**src/rtl/jam_cost_table.sv**
```systemverilog
// jam_cost_table
// Cost-matrix responder for the job-assignment machine. Accepts a row-major
// stream of 2^IDX_W x 2^IDX_W cost entries, then answers (W, J) lookups
// combinationally. Table_Ready is what the assignment machine waits on before
// it starts its permutation search.

module jam_cost_table #(
  parameter int DATA_W = 7,
  parameter int IDX_W  = 3,
  parameter int CNT_W  = 16
) (
  input  logic              CLK,
  input  logic              RST,
  input  logic              Load_Valid,
  input  logic [DATA_W-1:0] Load_Data,
  output logic              Load_Ready,
  input  logic              Clear,
  input  logic [IDX_W-1:0]  W,
  input  logic [IDX_W-1:0]  J,
  output logic [DATA_W-1:0] Cost,
  output logic              Table_Ready,
  output logic [CNT_W-1:0]  Access_Count
);

  // The load pointer addresses the whole table as {row, column}.
  localparam int PTR_W = 2 * IDX_W;
  localparam int DEPTH = 1 << PTR_W;

  typedef enum logic [1:0] {
    IDLE,
    LOAD,
    SERVE
  } state_t;

  state_t              state_q;
  logic [PTR_W-1:0]    ptr_q;
  logic                loadReady_q;
  logic                tableReady_q;
  logic [CNT_W-1:0]    accessCount_q;

  // Table storage deliberately carries no reset; contents are only trusted
  // once a full load has completed and Table_Ready is high.
  logic [DATA_W-1:0]   table_q [DEPTH];

  logic                writeEn;
  logic                lastEntry;
  logic [PTR_W-1:0]    readAddr;

  // An entry is accepted only in LOAD, when offered, and when Clear is not
  // discarding progress this cycle (Clear takes priority over the write).
  always_comb begin
    writeEn   = 1'b0;
    lastEntry = 1'b0;
    if (!RST && state_q == LOAD && Load_Valid && !Clear) begin
      writeEn   = 1'b1;
      lastEntry = &ptr_q;
    end
  end

  // Control FSM with registered handshake/status outputs. IDLE is a single
  // settling cycle after reset; the last write moves straight to SERVE so
  // the pointer never has to wrap.
  always_ff @(posedge CLK) begin
    if (RST) begin
      state_q       <= IDLE;
      ptr_q         <= '0;
      loadReady_q   <= 1'b0;
      tableReady_q  <= 1'b0;
      accessCount_q <= '0;
    end else begin
      case (state_q)
        IDLE: begin
          state_q       <= LOAD;
          ptr_q         <= '0;
          loadReady_q   <= 1'b1;
          tableReady_q  <= 1'b0;
          accessCount_q <= '0;
        end
        LOAD: begin
          if (Clear) begin
            ptr_q <= '0;
          end else if (writeEn) begin
            ptr_q <= ptr_q + 1'b1;
            if (lastEntry) begin
              state_q       <= SERVE;
              loadReady_q   <= 1'b0;
              tableReady_q  <= 1'b1;
              accessCount_q <= '0;
            end
          end
        end
        SERVE: begin
          if (Clear) begin
            state_q       <= LOAD;
            ptr_q         <= '0;
            loadReady_q   <= 1'b1;
            tableReady_q  <= 1'b0;
            accessCount_q <= '0;
          end else if (accessCount_q != {CNT_W{1'b1}}) begin
            accessCount_q <= accessCount_q + 1'b1;
          end
        end
        default: begin
          state_q       <= IDLE;
          ptr_q         <= '0;
          loadReady_q   <= 1'b0;
          tableReady_q  <= 1'b0;
          accessCount_q <= '0;
        end
      endcase
    end
  end

  // Row-major table write; the pointer doubles as the {W, J} address.
  always_ff @(posedge CLK) begin
    if (writeEn) begin
      table_q[ptr_q] <= Load_Data;
    end
  end

  // Zero-latency lookup so a registered W/J is answered within the same
  // cycle; the output is forced to zero whenever the table is not valid.
  always_comb begin
    readAddr = {W, J};
    Cost     = '0;
    if (tableReady_q) begin
      Cost = table_q[readAddr];
    end
  end

  assign Load_Ready   = loadReady_q;
  assign Table_Ready  = tableReady_q;
  assign Access_Count = accessCount_q;

endmodule

```
**config.mk**
```make
export PLATFORM = sky130hd
export DESIGN_NAME = jam_cost_table
export DESIGN_NICKNAME = d
export VERILOG_FILES = /design/src/rtl/jam_cost_table.sv
export SDC_FILE = /design/constraint.sdc
export NUM_CORES = 1
export LEC_CHECK = 0
export BUFFER_PORTS_ARGS = -buffer_cell sky130_fd_sc_hd__buf_2
export CORE_ASPECT_RATIO = 0.75
export CORE_UTILIZATION = 40
export CTS_CLUSTER_DIAMETER = 100
export CTS_CLUSTER_SIZE = 20
export DETAILED_ROUTE_END_ITERATION = 10
export PLACE_DENSITY_LB_ADDON = 0.1
export RECOVER_POWER = 100
export SLEW_MARGIN = 10
export SYNTH_ARGS = -nofsm -noshare
export SYNTH_HDL_FRONTEND = slang
export SYNTH_SLANG_ARGS = --single-unit
```
**constraint.sdc**
```tcl
create_clock -name CLK -period 6.85 [get_ports CLK]
set_input_delay 1.0275 -clock CLK [delete_from_list [all_inputs] [get_ports CLK]]
set_output_delay 1.0275 -clock CLK [all_outputs]
set_load 0.005 [all_outputs]
```
==> metrics.md, run 1 <==
| Metric | Value |
|---|---|
| Status | finished with violations |
| Failing checks | capacitance limit, slew limit |
| H-tree levels | 1 |
| Clk pwr share | 0.326 |
| GRT Resource Usage Total | 0.190 |
| FMAX | 178 MHz |
| Clock Skew | ~0.024 ns |
| RSZ-0062 raised after global routing | no |
| Vias in the first global route | 9,068 |
| Largest net degree at the start of global routing | 65 |
| CP Class | primary input to primary output |
| Final setup vio count | 0 |
| MaxCap Viol Count | 9 |
| Syn Nets | 968 |
| CTS Hold Bufs | 0 |
| Net Sw Power | 1070 uW |
| #FFs+latches synth | 473 |
| Placed Cells | 1,586 |
| Total power | 5050 uW |
| Max Slew Vio Count | 518 |
| Post-synth EDFFs | 448 |
| Ys flop type | edfxtp_1 |
| Sw Share | 0.211 |
| Worst setup EP type | primary output |
| Gpl congestion | 0.757 |
| Pleak | 0.00615 uW |
| Pint | 3980 uW |
| Non-Filler Instances | 1,627 |
| Sequential area share after synthesis | 0.745 |
| Tmin final | 5.61 ns |
| Peak fanout along the critical path | 47 |
| Synth Cell Area | 0.0187 sq mm |
| Met3 GRT Util | 0.0280 |
| Fillers | 4,032 |
| Post-Route WL | 44.7 mm |
| Wirelength per Cell | 27.5 microns |
| Nets | ~1.0k |
| Core ar. | 0.0461 sq mm |
| Final period utilization | 0.818 |
| Initial antenna violation count | 0 |
| Die area | 0.0477 sq mm |
| Setup TNS | 0 ns |
| Crit path launch type | primary input |
| DP Wirelength | 27.0 mm |
| Async SR Flop Fraction | 0 |
| Yosys top cell area share | 0.718 |
| DR vias/cell | 5.58 |
| GRT busiest layer | met1 |
| Initial Util | 0.406 |
| Cells after synthesis | around 950 |
| Vert. Die Dim | 189 microns |
| Layout cells sized above 1 | 0.195 |
| CTS tree | done |
| Sink Count | about 470 |
| 1st-iter DRT viols | between 800 and 900 |
| Drc violations | 0 |
| Syn avg cell area | approximately 20 sq um |
| Clock buffer depth | 3 |
| Worst path required time | 5.82 ns |
| First-pass GRT wire length | 65.1 mm |
| Met1 usage | 0.298 |
| CTS buffer count | 27 |
| Remaining antenna violation count | 0 |
| Setup Fix Bufs, Post-CTS | 0 |
| Seq pwr share | 0.627 |
| I/O Buffers | just over 40 |
| Final hold violation count | 0 |
| Max VDD drop | 0.000166 V |
| Synth area leaders | edfxtp_1 (72%), mux4_2 (15%), dfxtp_1 (2.7%) |
| Area Growth Syn to Fin | 8.26% |
| DR pass1 iterations | 5 |
| Commonest non-fill, non-tap cell in the layout | edfxtp_1 |
| Routed vias | 9,084 |
| Power density cells | 249 mW/mm^2 |
| Sequential cell area | between 0.01 and 0.015 sq mm |
| Worst-Margin Slew | 3.19 ns |
| Root Driver | clkbuf_16 |
| Grt total ovfl | 0 |
| Post-cts resize count | 0 |
| Rel. slew slack | -1.13 |
| Clock transition at path regs | 0.09 ns |
| Most frequent cells in the layout | edfxtp_1 (448), mux4_2 (121), nor2_1 (88) |
| I/O pins | 42 |
| Arr. time, crit path | approximately 4.6 ns |
| Multi-input logic area | between 0.004 and 0.005 sq mm |
| Area leader, netlist | edfxtp_1 |
| Worst min path class | flip-flop to flip-flop |
| Worst-Skew Late Latency | 0.59 ns |
| Cell row count | 68 |
| Yosys warning total | 0 |
| Die Width | 252 microns |
| Grt met2 use | 0.280 |
| Cell variety after synth | between 40 and 50 |
| Combinational share of power | 0.048 |
## synthesized netlist by cell type (3+ instances only)
| library cell | count |
|---|---|
| edfxtp_1 | 448 |
| mux4_2 | 121 |
| nor2_1 | 88 |
| nand2_1 | 39 |
| mux2i_1 | 30 |
| dfxtp_1 | 25 |
| buf_2 | 20 |
| clkbuf_1 | 17 |
| a21oi_1 | 15 |
| o21ai_0 | 13 |
| xor2_1 | 12 |
| buf_4 | 10 |
| nand3_1 | 10 |
| o211ai_1 | 8 |
| a22oi_1 | 7 |
| a31oi_1 | 7 |
| nor3_1 | 7 |
| a221oi_1 | 6 |
| and3_1 | 6 |
| nand4_1 | 6 |
| nand2b_1 | 5 |
| nand3b_1 | 5 |
| nor2b_1 | 5 |
| or3_1 | 4 |
| or4_1 | 4 |
| inv_1 | 3 |
| nor3b_1 | 3 |
## layer usage
layer | vias to the layer above | share of wire
met5 | - | 0
li1 | 3924 | -
met4 | 0 | 0.018
met1 | 4840 | 0.49
met3 | 53 | 0.052
met2 | 267 | 0.45
## worst paths after layout
check	start	to	slack, ns	cells past startpoint
max	J[1]	Cost[1]	1.24	8
min	Load_Ready	Load_Ready	0.50	2
max reg2reg	ptr_q[3]	Access_Count[11]	1.53	5
min reg2reg	Load_Ready	Load_Ready	0.50	2
## worst max-delay path: stages
cell and delay, ns:
clkbuf_2 1.18, buf_4 0.50, clkbuf_1 0.42, mux4_2 0.41, mux4_2 0.47, mux2i_1 0.16, o22ai_1 0.19, buf_2 0.18
## sequential cells by signal, indices dropped and copies added (netlist names)
| register | count |
|---|---|
| Load_Ready | 1 |
| state_q | 2 |
| ptr_q | 6 |
| Access_Count | 16 |
| table_q | 448 |
## power by group through the flow
stage / clock network [uW] / registers (uW) / logic, uW
6_report: 1650 / 3170 / 242
5_1_grt: 1770 / 3170 / 261
4_1_cts: 1690 / 3160 / 250
3_5_place_dp: 0 / 3230 / 250
3_3_place_gp: 0 / 3230 / 250
2_1_floorplan: 0 / 3230 / 141
## metrics by stage
| stage | worst slack [ns] | hold slack, ns | area (sq um) | util |
|---|---|---|---|---|
| floorplan | 3.12 | 0.473 | 18700 | - |
| global placement | 2.05 | 0.475 | 19600 | 0.425 |
| detailed placement | 2.06 | 0.491 | 19600 | 0.425 |
| CTS | 2.06 | 0.504 | 20300 | 0.441 |
| global route | 0.990 | 0.519 | 20300 | 0.440 |
| finish | 1.24 | 0.499 | 20300 | 0.440 |
## final cells by class
cell class              count  share of cell area
flip-flops and latches    473               0.688
multi-input cells         424               0.221
well taps                 630              0.0389
clock buffers              38              0.0354
repair buffers             56              0.0149
clock inverters             2            0.000864
inverters                   3            0.000555
diodes                      1            0.000123
## kinds of logic (layout without fill, tap and decap cells)
family / count (synthesis) / in the layout / share of synthesized area
AO/OA/AOI/OAI: 67 / 67 / 0.0241
XOR/XNOR: 13 / 13 / 0.00608
adder cells (fa/ha/maj): 3 / 3 / 0.00187
buffers and inverters: 52 / 99 / 0.0138
flip-flops: 473 / 473 / 0.745
multiplexers: 152 / 152 / 0.162
other: 0 / 1 / 0
AND/OR/NAND/NOR: 189 / 189 / 0.0470
Power figures use the tool's default switching activity.
==> inputs of run 2 (changes only) <==
Clock period 6.85 ns to 4.82 ns, I/O delays scaled along.
==> run 2 against run 1 <==
  * The flow still finishes with violations (capacitance limit, slew limit)
  * Sequential power up 42%
  * Wire length down 0.99%
  * Clock skew shrank 0.0052 ns
  * Sequential cell count did not move
  * Hold slack got worse by 0.029 ns
  * Register-to-register slack worse by 0.32 ns
  * Combinational power up 45%
  * First-iteration DRC count increased by 3.7%
==> metrics.md, run 2 (same netlist as run 1, synthesis figures left out) <==
| Metric | Value |
|---|---|
| Grt total ovfl | 0 (unchanged) |
| I/O pins | 42 (unchanged) |
| Critical-path cell list | buf_6 -> clkbuf_2 -> mux4_2 -> nand2_1 -> a31oi_1 -> a22oi_1 -> nand2_1 -> clkbuf_1 |
| Hold slack | 0.471 ns (-0.0288 ns) |
| Worst setup margin | 0.759 ns (-0.486 ns) |
| Status | finished with violations |
| Fillers | 4,029 (-0.074%) |
| Clock Skew | 0.0184 ns (-0.00521 ns) |
| H-tree levels | 1 (unchanged) |
| Max reg flops | 448 (unchanged) |
| Die Width | 252 microns (unchanged) |
| Initial antenna violation count | 1 (+1) |
| Worst setup EP type | primary output |
| Worst-Skew Late Latency | 0.58 ns (about the same) |
| Clock buffer depth | 3 (unchanged) |
| Worst min path class | primary input to flip-flop |
| Largest net degree at the start of global routing | 65 (unchanged) |
| RR Endpoint | Access_Count[11] |
| Hold path endpoint | Load_Ready |
| Crit path launch type | primary input |
| DP Wirelength | 27.1 mm (+0.63%) |
| First-pass GRT wire length | 64.3 mm (-1.2%) |
| R2R cell count | 6 (+1) |
| Pleak | 0.00620 uW (+0.76%) |
| Most frequent cells in the layout | edfxtp_1 (448), mux4_2 (121), nor2_1 (88) |
| Post-cts resize count | 0 (unchanged) |
| Vias in the first global route | 9,012 (-0.62%) |
| Setup TNS | 0 ns (unchanged) |
| Max Slew Vio Count | 455 (-12%) |
| FMAX | 246 MHz |
| Combinational share of power | 0.049 (about the same) |
| Rel. slew slack | -1.10 (+0.0279) |
| R2r startpoint | ptr_q[3] |
| Gpl congestion | 0.748 (-1.1%) |
| Net Sw Power | 1500 uW (+40%) |
| Pint | 5660 uW (+42%) |
| Layout cells sized above 1 | 0.200 (+0.00502) |
| Crit-path slowest cell | clkbuf_2 |
| Setup Fix Bufs, Post-CTS | 0 (unchanged) |
| Failing checks | capacitance limit, slew limit |
| Worst path required time | 4.10 ns (-1.72 ns) |
| Worst-Margin Slew | 3.15 ns (-0.0418 ns) |
| Arr. time, crit path | 3.34 ns (-1.24 ns) |
| CP Class | primary input to primary output |
| 1st-iter DRT viols | 903 (+3.7%) |
| DR pass1 iterations | 5 (unchanged) |
| Clock transition at path regs | 0.08 ns (about the same) |
| Post-layout util | 0.442 (+0.00193) |
| GRT Resource Usage Total | 0.187 (-0.00211) |
| Crit-path most repeated cell | nand2_1 |
| Area after DPL | 0.0197 sq mm (+0.59%) |
| Drc violations | 0 (unchanged) |
| Min-Delay Path Depth | 3 (+1) |
| Peak fanout along the critical path | 32 (-32%) |
| CTS buffer count | 27 (unchanged) |
| Most flops, register | table_q |
| CTS Hold Bufs | 0 (unchanged) |
| Wirelength per Cell | 27.1 microns (-1.5%) |
| Routed vias | 9,088 (+0.044%) |
| Cell row count | 68 (unchanged) |
| Max VDD drop | 0.000253 V (+52%) |
| Seq pwr share | 0.628 (about the same) |
| CP top delay family | buffers and inverters |
| Nets | 1,016 (+1.2%) |
| Final period utilization | 0.843 |
| Final setup vio count | 0 (unchanged) |
| Remaining antenna violation count | 0 (unchanged) |
| Root Driver | clkbuf_16 |
| Area Growth Syn to Fin | 8.73% |
| Sink Count | 473 (unchanged) |
| Buf/Inv on CP | 3 (-1) |
| Final hold violation count | 0 (unchanged) |
| R2r setup slk | 1.21 ns (-0.32 ns) |
| Dpl ws | 1.01 ns (-1.04 ns) |
| Core ar. | 0.0461 sq mm (unchanged) |
| RSZ-0062 raised after global routing | no |
| Initial Util | 0.406 (unchanged) |
| Clk pwr share | 0.323 (-0.003) |
| Die area | 0.0477 sq mm (unchanged) |
| Commonest non-fill, non-tap cell in the layout | edfxtp_1 |
| Post-Route WL | 44.3 mm (-0.99%) |
| Power density cells | 352 mW/mm^2 (+41%) |
| Finished Cell Area | 0.0204 sq mm (+0.44%) |
| Worst hold path startpoint | Clear |
| Tmin final | 4.06 ns |
| DR vias/cell | 5.56 (-0.51%) |
| MaxCap Viol Count | 7 (-2) |
| CTS tree | done |
| CP max stage delay | 0.74 ns (-0.44 ns) |
| I/O Buffers | 41 (unchanged) |
| Vert. Die Dim | 189 microns (unchanged) |
| Sw Share | 0.209 (-0.00195) |
| ANT cells | 0 (-1) |
-- run 2: changes by cell type in the layout (fill, tap and decap cells not counted), sizes merged --
cell    before  now
buf         40   47
clkbuf      54   58
diode        1    0
inv          5    4
-- run 2: how the worst max path moves through the flow --
stage          start       to  slack (ns)  depth (start not counted)
2_1_floorplan   J[0]  Cost[1]        1.70                          6
4_1_cts         J[1]  Cost[0]        1.01                          8
6_report        J[1]  Cost[3]        0.76                          8
3_5_place_dp    J[1]  Cost[0]        1.01                          8
3_3_place_gp    J[0]  Cost[3]        1.03                          8
5_1_grt         J[1]  Cost[4]        0.59                          8
-- run 2: layer usage --
layer  GRT usage  routed length (microns)  share of wire
met1       0.293                    21300           0.48
met3      0.0319                     2410          0.054
met2       0.278                    19700           0.45
met5           0                       13        0.00029
met4      0.0329                      813          0.018
-- run 2: worst reg2reg max path: cells and delay by family, from the launching register on --
family,cells,cell delay [ns]
flops,1,0.69
compound gates,3,1.20
simple gates,2,1.15
buf+inv,1,0.53
-- run 2: through the flow --
stage / instances / power [uW]
final: 1636 / 7160
after detailed placement: 1598 / 4950
after global placement: 1598 / 4940
after floorplan: 949 / 4790
after global routing: 1636 / 7370
after CTS: 1636 / 7220
-- run 2: final cells by class --
type	instances	area (sq um)	share of cell area
sequential	473	14000	0.685
multi-input combinational	424	4480	0.220
tap	630	788	0.0387
clock buffer	37	713	0.0350
timing repair buffer	68	407	0.0200
inverter	3	11.3	0.000553
clock inverter	1	8.76	0.000430
-- run 2: power by group through the flow --
stage,clock network [uW],logic (uW),registers [uW]
after floorplan,0,201,4580
after global placement,0,360,4580
after detailed placement,0,362,4580
after CTS,2370,362,4490
after global routing,2500,376,4500
final,2310,350,4500
==> inputs of run 3 (changes only) <==
Clock period 4.82 ns to 4 ns, I/O delays scaled along.
==> run 3 against run 2 <==
  * Core utilization up 0.74 points
  * Clock-buffer cell count rose by 1
  * Die area stayed put
  * Power rose by 21%
  * Global-route usage grew 0.36 points
  * The flow still finishes with violations (capacitance limit, slew limit)
  * Register-to-register slack lost 0.74 ns
  * First-iteration DRC count up 1.6%
  * Clock power is 21% higher
  * Sequential power rose by 20%
  * Sequential share of layout area decreased by 1.1 points
  * Clock skew is 0.0089 ns higher
==> metrics.md, run 3 (same netlist as run 1, synthesis figures left out) <==
| Metric | Value |
|---|---|
| CP max stage delay | 0.54 ns (-0.20 ns) |
| Die Width | 252 microns (unchanged) |
| Die area | 0.0477 sq mm (unchanged) |
| MaxCap Viol Count | 9 (+2) |
| Layout cells sized above 1 | 0.198 (-0.00222) |
| Max reg flops | 448 (unchanged) |
| 1st-iter DRT viols | 917 (+1.6%) |
| Rel. slew slack | -0.831 (+0.270) |
| Core ar. | 0.0461 sq mm (unchanged) |
| Min-Delay Path Depth | 3 (unchanged) |
| Area Growth Syn to Fin | 10.5% |
| Levels on crit path | 9 (+1) |
| Initial antenna violation count | 2 (+1) |
| Most frequent cells in the layout | edfxtp_1 (448), mux4_2 (121), nor2_1 (88) |
| Worst-Skew Late Latency | 0.59 ns (about the same) |
| Cell row count | 68 (unchanged) |
| Wirelength per Cell | 26.2 microns (-3.3%) |
| Remaining antenna violation count | 0 (unchanged) |
| Arr. time, crit path | 2.95 ns (-0.39 ns) |
| Worst setup EP type | primary output |
| FMAX | 282 MHz |
| Vias in the first global route | 9,298 (+3.2%) |
| Final hold violation count | 0 (unchanged) |
| Post-Route WL | 44.6 mm (+0.74%) |
| Worst path required time | 3.40 ns (-0.70 ns) |
| Tmin final | 3.55 ns |
| DR pass1 iterations | 5 (unchanged) |
| DR vias/cell | 5.47 (-1.6%) |
| Setup TNS | 0 ns (unchanged) |
| Max Slew Vio Count | 380 (-16%) |
| Setup Fix Bufs, Post-CTS | 0 (unchanged) |
| Critical-path cell list | buf_6 -> buf_4 -> clkbuf_2 -> mux4_2 -> mux2i_1 -> nor2_1 -> a211oi_1 -> o21ai_0 -> buf_2 |
| CTS buffer count | 27 (unchanged) |
| Clock buffer depth | 3 (unchanged) |
| Grt total ovfl | 0 (unchanged) |
| CP top delay family | buffers and inverters |
| Final period utilization | 0.888 |
| Crit path launch type | primary input |
| DP Wirelength | 29.0 mm (+6.8%) |
| Clock Skew | 0.0273 ns (+0.00892 ns) |
| Drc violations | 0 (unchanged) |
| Most flops, register | table_q |
| RSZ-0062 raised after global routing | no |
| Buf/Inv on CP | 4 (+1) |
| Root Driver | clkbuf_16 |
| Clock transition at path regs | 0.09 ns (about the same) |
| Pleak | 0.00635 uW (+2.4%) |
| Initial Util | 0.406 (unchanged) |
| Failing checks | capacitance limit, slew limit |
| Status | finished with violations |
| Hold slack | 0.345 ns (-0.126 ns) |
| Peak fanout along the critical path | 26 (-19%) |
| Max VDD drop | 0.000322 V (+27%) |
| I/O pins | 42 (unchanged) |
| Routed vias | 9,319 (+2.5%) |
| Post-layout util | 0.449 (+0.00735) |
| R2R cell count | 6 (unchanged) |
| First-pass GRT wire length | 66.0 mm (+2.6%) |
| H-tree levels | 1 (unchanged) |
| Crit-path slowest cell | mux4_2 |
| CP Class | primary input to primary output |
| Worst min path class | primary input to flip-flop |
| CTS Hold Bufs | 0 (unchanged) |
| Worst-Margin Slew | 2.75 ns (-0.405 ns) |
| Power density cells | 418 mW/mm^2 (+19%) |
| CTS tree | done |
| Nets | 1,081 (+6.4%) |
| Final setup vio count | 0 (unchanged) |
| Sink Count | 473 (unchanged) |
| GRT Resource Usage Total | 0.191 (+0.00362) |
| Post-cts resize count | 0 (unchanged) |
| I/O Buffers | 41 (unchanged) |
| Vert. Die Dim | 189 microns (unchanged) |
| Largest net degree at the start of global routing | 65 (unchanged) |
| Gpl congestion | 0.851 (+14%) |
| Commonest non-fill, non-tap cell in the layout | edfxtp_1 |
-- run 3: through the flow --
stage	std cells	power [uW]	cell area (sq um)	setup slack, ns
finish	1704	8660	20700	0.450
global route	1704	8930	20700	0.263
CTS	1703	8750	21000	0.462
detailed placement	1663	5980	20200	0.445
global placement	1663	5980	20200	0.456
floorplan	949	5770	18700	1.13
-- run 3: final timing paths --
check	end	startpoint	slack (ns)
worst max-delay path	Cost[2]	J[1]	0.45
worst max register to register	Access_Count[11]	ptr_q[3]	0.47
worst min-delay path	Load_Ready	Clear	0.34
worst min register to register	Access_Count[15]	Access_Count[15]	0.50
-- run 3: final cells by class --
cell class / count / area, sq um
diodes: 1 / 2.50
clock buffers: 38 / 717
clock inverters: 2 / 17.5
fillers: 4028 / 25400
inverters: 3 / 11.3
multi-input cells: 424 / 4500
flip-flops and latches: 473 / 14000
well taps: 630 / 788
repair buffers: 133 / 712
-- run 3: layer usage --
metal  vias up  GRT usage  share of wire
met1      4971      0.307           0.50
met3        52     0.0326          0.052
met4         0     0.0343          0.017
met5         -          0              0
met2       220      0.274           0.43
li1       4076          -              -
-- run 3: worst reg2reg max path: cells and delay by family (launching register included) --
family / cells / cell delay (ns)
DFF: 1 / 0.65
AOI/OAI and AO/OA: 3 / 1.15
and+or+nand+nor: 2 / 1.15
buffers and inverters: 1 / 0.52
-- run 3: where the power goes --
part | total [uW] | switching, uW | internal, uW
clock | 2800 | 1550 | 1250
sequential | 5420 | 2.46 | 5410
combinational | 439 | 271 | 168
total | 8660 | 1820 | 6830
